`src/rtl/range_scheduler.sv`:
```
// rtl/range_scheduler.sv - round-robin ultrasonic rangefinder sequencer with cm conversion
module range_scheduler #(
  parameter int N_SENSORS    = 4,
  parameter int TRIG_CYCLES  = 500,
  parameter int CM_DIV       = 2900,
  parameter int ECHO_TIMEOUT = 1450000,
  parameter int GUARD_CYCLES = 3000000
) (
  input  logic                 clock,
  input  logic                 reset,
  input  logic                 enable,
  input  logic [N_SENSORS-1:0] chan_mask,
  input  logic [N_SENSORS-1:0] echo,
  output logic [N_SENSORS-1:0] trig,
  output logic [8:0]           dist_cm,
  output logic [1:0]           dist_chan,
  output logic                 dist_timeout,
  output logic                 dist_valid,
  output logic                 busy
);

  typedef enum logic [2:0] {IDLE, TRIG, WAIT_RISE, MEASURE, GUARD} state_t;

  localparam logic [31:0] TRIG_LAST  = 32'(TRIG_CYCLES - 1);
  localparam logic [31:0] DIV_LAST   = 32'(CM_DIV - 1);
  localparam logic [31:0] TO_LAST    = 32'(ECHO_TIMEOUT - 1);
  localparam logic [31:0] GUARD_LAST = 32'(GUARD_CYCLES - 1);
  localparam int          TO_CM_RAW  = ECHO_TIMEOUT / CM_DIV;
  localparam logic [8:0]  TO_CM      = (TO_CM_RAW > 511) ? 9'd511 : 9'(TO_CM_RAW);
  localparam logic [1:0]  LAST_INIT  = 2'(N_SENSORS - 1);

  state_t                 state, next_state;
  logic [N_SENSORS-1:0]   echo_meta, echo_sync;
  logic [1:0]             cur, last, pick, rr_idx, trig_sel;
  logic                   found;
  logic [31:0]            cnt, sub, sub_next;
  logic [8:0]             cm, cm_next;
  logic                   es, start;
  logic [N_SENSORS-1:0]   trig_next;

  assign es    = echo_sync[cur];
  assign start = enable && (|chan_mask);

  // two-flop synchroniser for the asynchronous echo lines
  always_ff @(posedge clock) begin
    if (reset) begin
      echo_meta <= '0;
      echo_sync <= '0;
    end else begin
      echo_meta <= echo;
      echo_sync <= echo_meta;
    end
  end

  // round-robin: first eligible channel strictly after the last one served
  always_comb begin
    pick   = last;
    found  = 1'b0;
    rr_idx = '0;
    for (int k = 1; k <= N_SENSORS; k++) begin
      rr_idx = 2'((int'(last) + k) % N_SENSORS);
      if (!found && chan_mask[rr_idx]) begin
        found = 1'b1;
        pick  = rr_idx;
      end
    end
  end

  // one echo-high cycle worth of distance: sub-counter wraps into a saturating cm count
  always_comb begin
    sub_next = sub + 32'd1;
    cm_next  = cm;
    if (sub == DIV_LAST) begin
      sub_next = '0;
      if (cm != 9'd511) cm_next = cm + 9'd1;
    end
  end

  // state register
  always_ff @(posedge clock) begin
    if (reset) state <= IDLE;
    else       state <= next_state;
  end

  // next-state logic
  always_comb begin
    next_state = state;
    case (state)
      IDLE:      if (start) next_state = TRIG;
      TRIG:      if (cnt == TRIG_LAST) next_state = WAIT_RISE;
      WAIT_RISE: begin
        if (es)                   next_state = MEASURE;
        else if (cnt == TO_LAST)  next_state = GUARD;
      end
      MEASURE: begin
        if (!es)                  next_state = GUARD;
        else if (cnt == TO_LAST)  next_state = GUARD;
      end
      GUARD:     if (cnt == GUARD_LAST) next_state = IDLE;
      default:   next_state = IDLE;
    endcase
  end

  // output logic
  always_comb begin
    busy = (state != IDLE);
  end

  // trigger line for the next cycle, registered so trig never glitches
  always_comb begin
    trig_next = '0;
    trig_sel  = (state == IDLE) ? pick : cur;
    if (next_state == TRIG) trig_next[trig_sel] = 1'b1;
  end

  // ping datapath: counters, channel bookkeeping and result registers
  always_ff @(posedge clock) begin
    if (reset) begin
      trig         <= '0;
      cur          <= '0;
      last         <= LAST_INIT;
      cnt          <= '0;
      sub          <= '0;
      cm           <= '0;
      dist_cm      <= '0;
      dist_chan    <= '0;
      dist_timeout <= 1'b0;
      dist_valid   <= 1'b0;
    end else begin
      trig       <= trig_next;
      dist_valid <= 1'b0;
      case (state)
        IDLE: begin
          if (start) begin
            cur <= pick;
            cnt <= '0;
            sub <= '0;
            cm  <= '0;
          end
        end
        TRIG: begin
          if (cnt == TRIG_LAST) cnt <= '0;
          else                  cnt <= cnt + 32'd1;
        end
        WAIT_RISE: begin
          if (es) begin
            // the rise cycle is itself the first measured echo-high cycle
            cnt <= '0;
            sub <= sub_next;
            cm  <= cm_next;
          end else if (cnt == TO_LAST) begin
            cnt          <= '0;
            dist_valid   <= 1'b1;
            dist_chan    <= cur;
            last         <= cur;
            dist_cm      <= TO_CM;
            dist_timeout <= 1'b1;
          end else begin
            cnt <= cnt + 32'd1;
          end
        end
        MEASURE: begin
          if (!es) begin
            cnt          <= '0;
            dist_valid   <= 1'b1;
            dist_chan    <= cur;
            last         <= cur;
            dist_cm      <= cm;
            dist_timeout <= 1'b0;
          end else if (cnt == TO_LAST) begin
            cnt          <= '0;
            dist_valid   <= 1'b1;
            dist_chan    <= cur;
            last         <= cur;
            dist_cm      <= TO_CM;
            dist_timeout <= 1'b1;
          end else begin
            cnt <= cnt + 32'd1;
            sub <= sub_next;
            cm  <= cm_next;
          end
        end
        GUARD: begin
          cnt <= cnt + 32'd1;
        end
        default: cnt <= '0;
      endcase
    end
  end

endmodule

```
`config.mk`:
```
export PLATFORM = sky130hd
export DESIGN_NAME = range_scheduler
export DESIGN_NICKNAME = d
export VERILOG_FILES = /design/src/rtl/range_scheduler.sv
export SDC_FILE = /design/constraint.sdc
export NUM_CORES = 1
export LEC_CHECK = 0
export CAP_MARGIN = 20
export CORE_UTILIZATION = 45
export DETAILED_ROUTE_END_ITERATION = 10
export SETUP_SLACK_MARGIN = 0.5
export SYNTH_ARGS = -nofsm -noshare
export SYNTH_HDL_FRONTEND = slang
export SYNTH_SLANG_ARGS = --single-unit
```
`constraint.sdc`:
```
create_clock -name clock -period 3.92 [get_ports clock]
set_clock_uncertainty 0.2 [all_clocks]
set_input_delay 0.784 -clock clock [delete_from_list [all_inputs] [get_ports clock]]
set_output_delay 0.784 -clock clock [all_outputs]
set_load 0.1 [all_outputs]
```
==> results.py, run 1 <==
metrics = {
    "clock_network": {
        "cts.clk_slew.worst_paths_ns": 0.07,
        "post_cts_resized": 0,
        "cts_made_buffers": 9,
        "ctsHoldBuffers": 0,
        "clock_sinks": 105,
        "cts_setup_buffers": 0,
        "ctsHtreeMaxLevel": 3,
        "cts_tree": "built",
        "clk_latency_ns": 0.35,
        "cts_root_buffer": "clkbuf_16",
        "clockBufferDepth": 2,
    },
    "die": {
        "initial_core_util_pct": 46.9,
        "core-area_um2": 11000,
        "die-area_um2": 11900,
        "chipWidth_um": 109,
        "fp.dieH_um": 109,
        "ios": 29,
        "rows": 38,
    },
    "logic_synthesis": {
        "syn-num-nets": 633,
        "ys_seq_elements": 105,
        "yosysSeqAreaShare_pct": 40.6,
        "post_synth_num_cell_types": 59,
        "synth_edf_count": 0,
        "synth-async-reset-ratio_pct": 0,
        "ys.flop_type": "dfxtp_1",
        "syn_inst": 618,
        "yosys_warnings": 0,
        "netlist_area_um2": 5170,
        "syn_avg_cell_area_um2": 8.37,
    },
    "power": {
        "vdd_drop_max_uv": 271,
        "power.total_mw": 2.27,
        "leakagePower_nw": 1.88,
        "clkPwrFrac_pct": 42.7,
        "netSwitchingPower_mw": 0.561,
        "pwr-share-seq_pct": 48.2,
        "switching_share_pct": 24.7,
        "p_per_area_nw_per_um2": 385,
        "combPwrFrac_pct": 9.1,
        "intPower_mw": 1.71,
    },
    "detailed_routing": {
        "wire_per_inst_um": 16.0,
        "first_pass_iters": 5,
        "drcViolationCount": 0,
        "drt-initial-drc-count": 312,
        "vias": 4614,
        "ant_nets": 0,
        "viasPerCell": 5.93,
        "totalWireLength_um": 12400,
    },
    "placed_design": {
        "place_ws_ns": 0.553,
        "numPortBuffers": 28,
        "hpwlAfterDp_um": 8750,
        "place_inst": 762,
        "place_congestion": 0.832,
    },
    "final_layout": {
        "layoutNonFillerInstCount": 778,
        "diodes": 0,
        "area_delta_synth_final_pct": 13.8,
        "nNetsFinal": 648,
        "drive_gt1_share_pct": 8.15,
    },
    "hold_path": {
        "worstHoldStart": "echo_meta[0]",
        "min_path_type": "reg2reg",
    },
    "setup_path": {
        "worstSetupStartpointType": "flop",
        "crit_chain": "ha_1 -> or4b_2 -> or4_4 -> o31ai_4 -> a31oi_2 -> and3_1 -> a221o_1",
        "r2r_slack_ns": 0.70,
        "cp_num_buf_inv": 0,
        "crit_fanout": 16,
        "cp_data_arrival_time_ns": 3.27,
        "crit_type": "reg2reg",
        "crit_family": "simple AND/OR/NAND/NOR gates",
        "required_ns": 3.96,
        "crit_start": "cnt[0]",
        "rr_startpoint": "cnt[0]",
        "crit_slowest_cell": "or4b_2",
        "end_kind": "flop",
        "crit_path_max_incr_delay_ns": 0.60,
    },
    "sta": {
        "fin_tns_setup_ns": 0,
        "rsz0062_at_grt": "no",
        "final_max_slew_viol_count": 0,
        "worst_slack_ns": 0.696,
        "finalSetupViolations": 0,
        "worstMarginPinSlew_ns": 0.986,
        "slew_headroom_pct": 34.1,
        "final-hold-violation-count": 0,
        "min_period_ns": 3.22,
        "whs_ns": 0.237,
        "finalCritPeriodShare_pct": 82.2,
        "max_freq_mhz": 310,
    },
    "global_route": {
        "grt_first_pass_wirelength_um": 21100,
        "grt_antenna_before_repair": 0,
        "first_global_vias": 4365,
        "grtUsageTotal_pct": 22.4,
        "gr-total-overflow": 0,
        "grt_max_degree": 33,
    },
    "run_status": {
        "status": "complete, no violations",
    },
    "flow_run": {
        "maxCapViolations": 0,
    },
}
==> layout make-up <==
class,instances,area [µm²]
Sequential cell,105,2100
Tap cell,140,175
Fill cell,1050,5150
Clock buffer,13,280
Clock inverter,3,46.3
Timing Repair Buffer,37,345
Multi-Input combinational cell,466,2880
Inverter,14,52.6
==> worst reg2reg max path, delay by kind of cell (launching register included) <==
| kind | cells | cell delay [ns] |
|---|---|---|
| AO/OA/AOI/OAI | 3 | 0.87 |
| adder cells (fa/ha/maj) | 1 | 0.27 |
| flip-flops | 1 | 0.41 |
| AND/OR/NAND/NOR | 3 | 1.38 |
==> placed cells by master, fill, tap and decap left out, drive strengths merged, types with 6 or more instances in the layout <==
| cell type | count |
|---|---|
| nor2b | 9 |
| inv | 13 |
| a21oi | 25 |
| nor4b | 6 |
| o21ai | 14 |
| nand3 | 36 |
| o311ai | 7 |
| nor3 | 27 |
| dfxtp | 105 |
| clkbuf | 13 |
| nor4 | 30 |
| or3 | 8 |
| clkdlybuf4s50 | 27 |
| mux2i | 7 |
| nor2 | 69 |
| and2 | 6 |
| nand4 | 31 |
| o221a | 7 |
| nand2 | 59 |
| xnor2 | 34 |
| or4 | 7 |
| and3 | 13 |
| buf | 10 |
| xor2 | 12 |
| and4 | 7 |
==> worst paths after layout <==
path	to	cells past startpoint
worst max-delay path	cnt[17]	7
worst min-delay path	echo_sync[0]	1
worst max register to register	cnt[17]	7
worst min register to register	echo_sync[0]	1
==> through the flow <==
step | instance area [µm²] | utilization, %
after CTS | 5880 | 53.3
after global routing | 5880 | 53.3
final | 5880 | 53.3
after global placement | 5550 | 50.3
after detailed placement | 5550 | 50.3
after floorplan | 5170 | -
==> cell families after synthesis <==
group / share of synthesized area (%)
compound gates: 12.8
fa+ha+maj: 0.968
mux: 2.01
simple gates: 32.1
xor+xnor: 7.79
flops: 40.6
buf+inv: 3.73
==> Yosys cell counts, types with 6 or more instances <==
master / instances / area (µm²)
a21oi_1: 25 / 125
and2_1: 6 / 37.5
and3_1: 13 / 81.3
and4_1: 7 / 61.3
clkbuf_1: 28 / 105
dfxtp_1: 105 / 2100
inv_1: 13 / 48.8
mux2i_1: 7 / 70.1
nand2_1: 59 / 221
nand3_1: 35 / 175
nand4_1: 31 / 194
nor2_1: 69 / 259
nor2b_1: 9 / 56.3
nor3_1: 27 / 135
nor4_1: 30 / 188
nor4b_1: 6 / 52.6
o21ai_0: 12 / 60.1
o221a_2: 7 / 78.8
o311ai_0: 7 / 61.3
or3_1: 8 / 50.1
xnor2_1: 34 / 298
xor2_1: 12 / 105
==> routing by layer <==
metal  routed length, µm  track usage, %
met1                5920            30.0
met2                5880            36.9
met3                 462            3.65
met4                 181            7.05
met5                   0               0
==> flip-flops by register name (all words and copies together) (netlist names) <==
signal / count
state: 3
cur: 2
echo_sync: 4
dist_timeout: 1
sub: 32
echo_meta: 4
dist_cm: 9
trig: 4
cnt: 32
dist_chan: 2
cm: 9
last: 2
dist_valid: 1
==> power groups by stage <==
stage          sequential, mW  combinational (mW)  clock [mW]
3_5_place_dp             1.12               0.205           0
6_report                 1.09               0.206       0.968
2_1_floorplan            1.13               0.133           0
5_1_grt                  1.09               0.224        1.03
3_3_place_gp             1.12               0.202           0
4_1_cts                  1.09               0.206       0.991
Power figures use the tool's default switching activity.
==> run 2: changes to the inputs <==
--- a/config.mk
+++ b/config.mk
@@ -8,6 +8,7 @@
 export CAP_MARGIN = 20
 export CORE_UTILIZATION = 45
 export DETAILED_ROUTE_END_ITERATION = 10
+export PLACE_DENSITY = 0.65
 export SETUP_SLACK_MARGIN = 0.5
 export SYNTH_ARGS = -nofsm -noshare
 export SYNTH_HDL_FRONTEND = slang
==> constraint.sdc (replaced) <==
create_clock -name clock -period 2.65 [get_ports clock]
set_clock_uncertainty 0.2 [all_clocks]
set_input_delay 0.53 -clock clock [delete_from_list [all_inputs] [get_ports clock]]
set_output_delay 0.53 -clock clock [all_outputs]
set_load 0.1 [all_outputs]
==> results.py, run 2 (synthesis gave the netlist of run 1 again) <==
metrics = {
    "run_status": {
        "status": "finished, violations left",
        "violations": "setup timing",
    },
    "clock_network": {
        "clock_sinks": 105,
        "cts.clk_slew.worst_paths_ns": 0.07,
        "ctsHtreeMaxLevel": 3,
        "cts_root_buffer": "clkbuf_16",
        "clk_latency_ns": 0.36,
        "cts_made_buffers": 9,
        "cts_tree": "built",
        "clockBufferDepth": 2,
        "ctsHoldBuffers": 0,
    },
    "placed_design": {
        "place_ws_ns": -0.201,
        "place_congestion": 0.893,
        "numPortBuffers": 28,
        "hpwlAfterDp_um": 10100,
        "place_inst": 813,
    },
    "sta": {
        "max_freq_mhz": 371,
        "finalCritPeriodShare_pct": 102,
        "finalSetupViolations": 20,
        "min_period_ns": 2.70,
        "slew_headroom_pct": 57.5,
        "final_max_slew_viol_count": 0,
        "whs_ns": 0.240,
        "worstMarginPinSlew_ns": 0.636,
        "final-hold-violation-count": 0,
        "worst_slack_ns": -0.0484,
        "rsz0062_at_grt": "yes",
    },
    "global_route": {
        "grtUsageTotal_pct": 26.8,
        "grt_antenna_before_repair": 0,
        "grt_max_degree": 20,
        "gr-total-overflow": 0,
        "first_global_vias": 5017,
        "grt_first_pass_wirelength_um": 24900,
    },
    "setup_path": {
        "crit_chain": "or4_4 -> or4_4 -> o31ai_4 -> buf_6 -> a31oi_4 -> and3_1 -> a221o_1",
        "crit_family": "simple AND/OR/NAND/NOR gates",
        "worstSetupStartpointType": "flop",
        "crit_top_cell": "or4_4",
        "crit_fanout": 7,
        "cp_num_buf_inv": 1,
        "crit_type": "reg2reg",
        "end_kind": "flop",
        "cp_data_arrival_time_ns": 2.75,
        "crit_path_max_incr_delay_ns": 0.57,
        "crit_slowest_cell": "or4_4",
        "required_ns": 2.70,
    },
    "final_layout": {
        "diodes": 0,
        "layoutNonFillerInstCount": 887,
        "drive_gt1_share_pct": 43.8,
        "final_common_cell": "buf_4",
        "seq_area_um2": 2140,
        "area_delta_synth_final_pct": 57.7,
        "multiInputGateArea_um2": 3950,
        "final_util_pct": 73.9,
        "nNetsFinal": 757,
        "largestRegisters": "cnt (32), sub (32)",
        "final_cell_mix": "buf_4 (87), dfxtp_1 (86), nand2_1 (56), nor2_1 (42), nand4_1 (31)",
        "final.fill_count": 732,
    },
    "die": {
        "ios": 29,
        "chipWidth_um": 109,
        "initial_core_util_pct": 46.9,
        "fp.dieH_um": 109,
        "rows": 38,
        "die-area_um2": 11900,
        "core-area_um2": 11000,
    },
    "power": {
        "vdd_drop_max_uv": 436,
        "power.total_mw": 3.72,
        "p_per_area_nw_per_um2": 456,
        "leakagePower_nw": 2.78,
    },
    "detailed_routing": {
        "vias": 5425,
        "first_pass_iters": 5,
        "drcViolationCount": 0,
        "viasPerCell": 6.12,
        "wire_per_inst_um": 19.4,
        "ant_nets": 0,
        "totalWireLength_um": 17200,
        "drt-initial-drc-count": 347,
    },
    "hold_path": {
        "min_path_type": "reg2reg",
    },
    "flow_run": {
        "maxCapViolations": 0,
    },
}
-- run 2: changes by cell type in the layout (fill, tap and decap cells not counted), moves of 14 or more --
| cell | before | now |
|---|---|---|
| buf_6 | 0 | 27 |
| nor4_2 | 0 | 14 |
| buf_12 | 0 | 14 |
| nor4_1 | 30 | 5 |
| dfxtp_2 | 0 | 15 |
| nor2_1 | 69 | 42 |
| nor3_1 | 26 | 11 |
| nor2_4 | 0 | 15 |
| dfxtp_1 | 105 | 86 |
| buf_4 | 10 | 87 |
| clkdlybuf4s50_1 | 27 | 5 |
-- run 2: cell type report --
class                      count  share of cell area, %
timing repair buffer         146                   18.9
inverter                      14                  0.706
clock buffer                   9                   2.76
tap                          140                   2.15
sequential                   105                   26.2
clock inverter                 7                  0.875
multi-input combinational    466                   48.5
-- run 2: final timing paths --
kind,startpoint,endpoint,slack [ns],cells past startpoint
min reg2reg,echo_meta[3],echo_sync[3],0.24,1
max reg2reg,cnt[20],cnt[17],-0.05,7
max,cnt[20],cnt[17],-0.05,7
min,echo_meta[3],echo_sync[3],0.24,1
-- run 2: worst reg2reg max path: stages, from the launching register on --
cell	delay, ns
dfxtp_2	0.33
or4_4	0.53
or4_4	0.57
o31ai_4	0.24
buf_6	0.15
a31oi_4	0.14
and3_1	0.18
a221o_1	0.25
-- run 2: metal layers --
| layer | wire length, µm | up-vias | global-route usage, % |
|---|---|---|---|
| li1 | - | 2526 | - |
| met1 | 6830 | 2671 | 32.5 |
| met2 | 9000 | 178 | 46.0 |
| met5 | 0 | - | 0 |
| met4 | 548 | 0 | 10.6 |
| met3 | 870 | 50 | 6.04 |
-- run 2: power breakdown --
part / internal (mW) / leakage, nW / switching [mW] / total, mW
clock: 0.731 / 0.137 / 0.624 / 1.36
combinational: 0.358 / 1.79 / 0.387 / 0.745
sequential: 1.59 / 0.859 / 0.0222 / 1.62
total: 2.68 / 2.78 / 1.03 / 3.72
-- run 2: timing repair --
item                                    CTS  global route
resized for setup                        89           112
pin swaps                                49            66
gates cloned                              7             1
endpoints found under the setup margin   95            93
buffers inserted                         24            26
-- run 2: stage by stage --
step / cell area [µm²] / TNS, ns
2_1_floorplan: 5590 / -1.08
3_3_place_gp: 6300 / -3.34
3_5_place_dp: 6300 / -4.43
4_1_cts: 7380 / -1.20
5_1_grt: 8160 / -2.18
6_report: 8160 / -0.510
==> run 3: changes to the inputs <==
--- a/config.mk
+++ b/config.mk
@@ -8,6 +8,7 @@
 export CAP_MARGIN = 20
 export CORE_UTILIZATION = 45
 export DETAILED_ROUTE_END_ITERATION = 10
+export HOLD_SLACK_MARGIN = 0.03
 export PLACE_DENSITY = 0.65
 export SETUP_SLACK_MARGIN = 0.5
 export SYNTH_ARGS = -nofsm -noshare
==> results of run 3 <==
No change in the layout: final DEF, timing and power equal those of run 2.
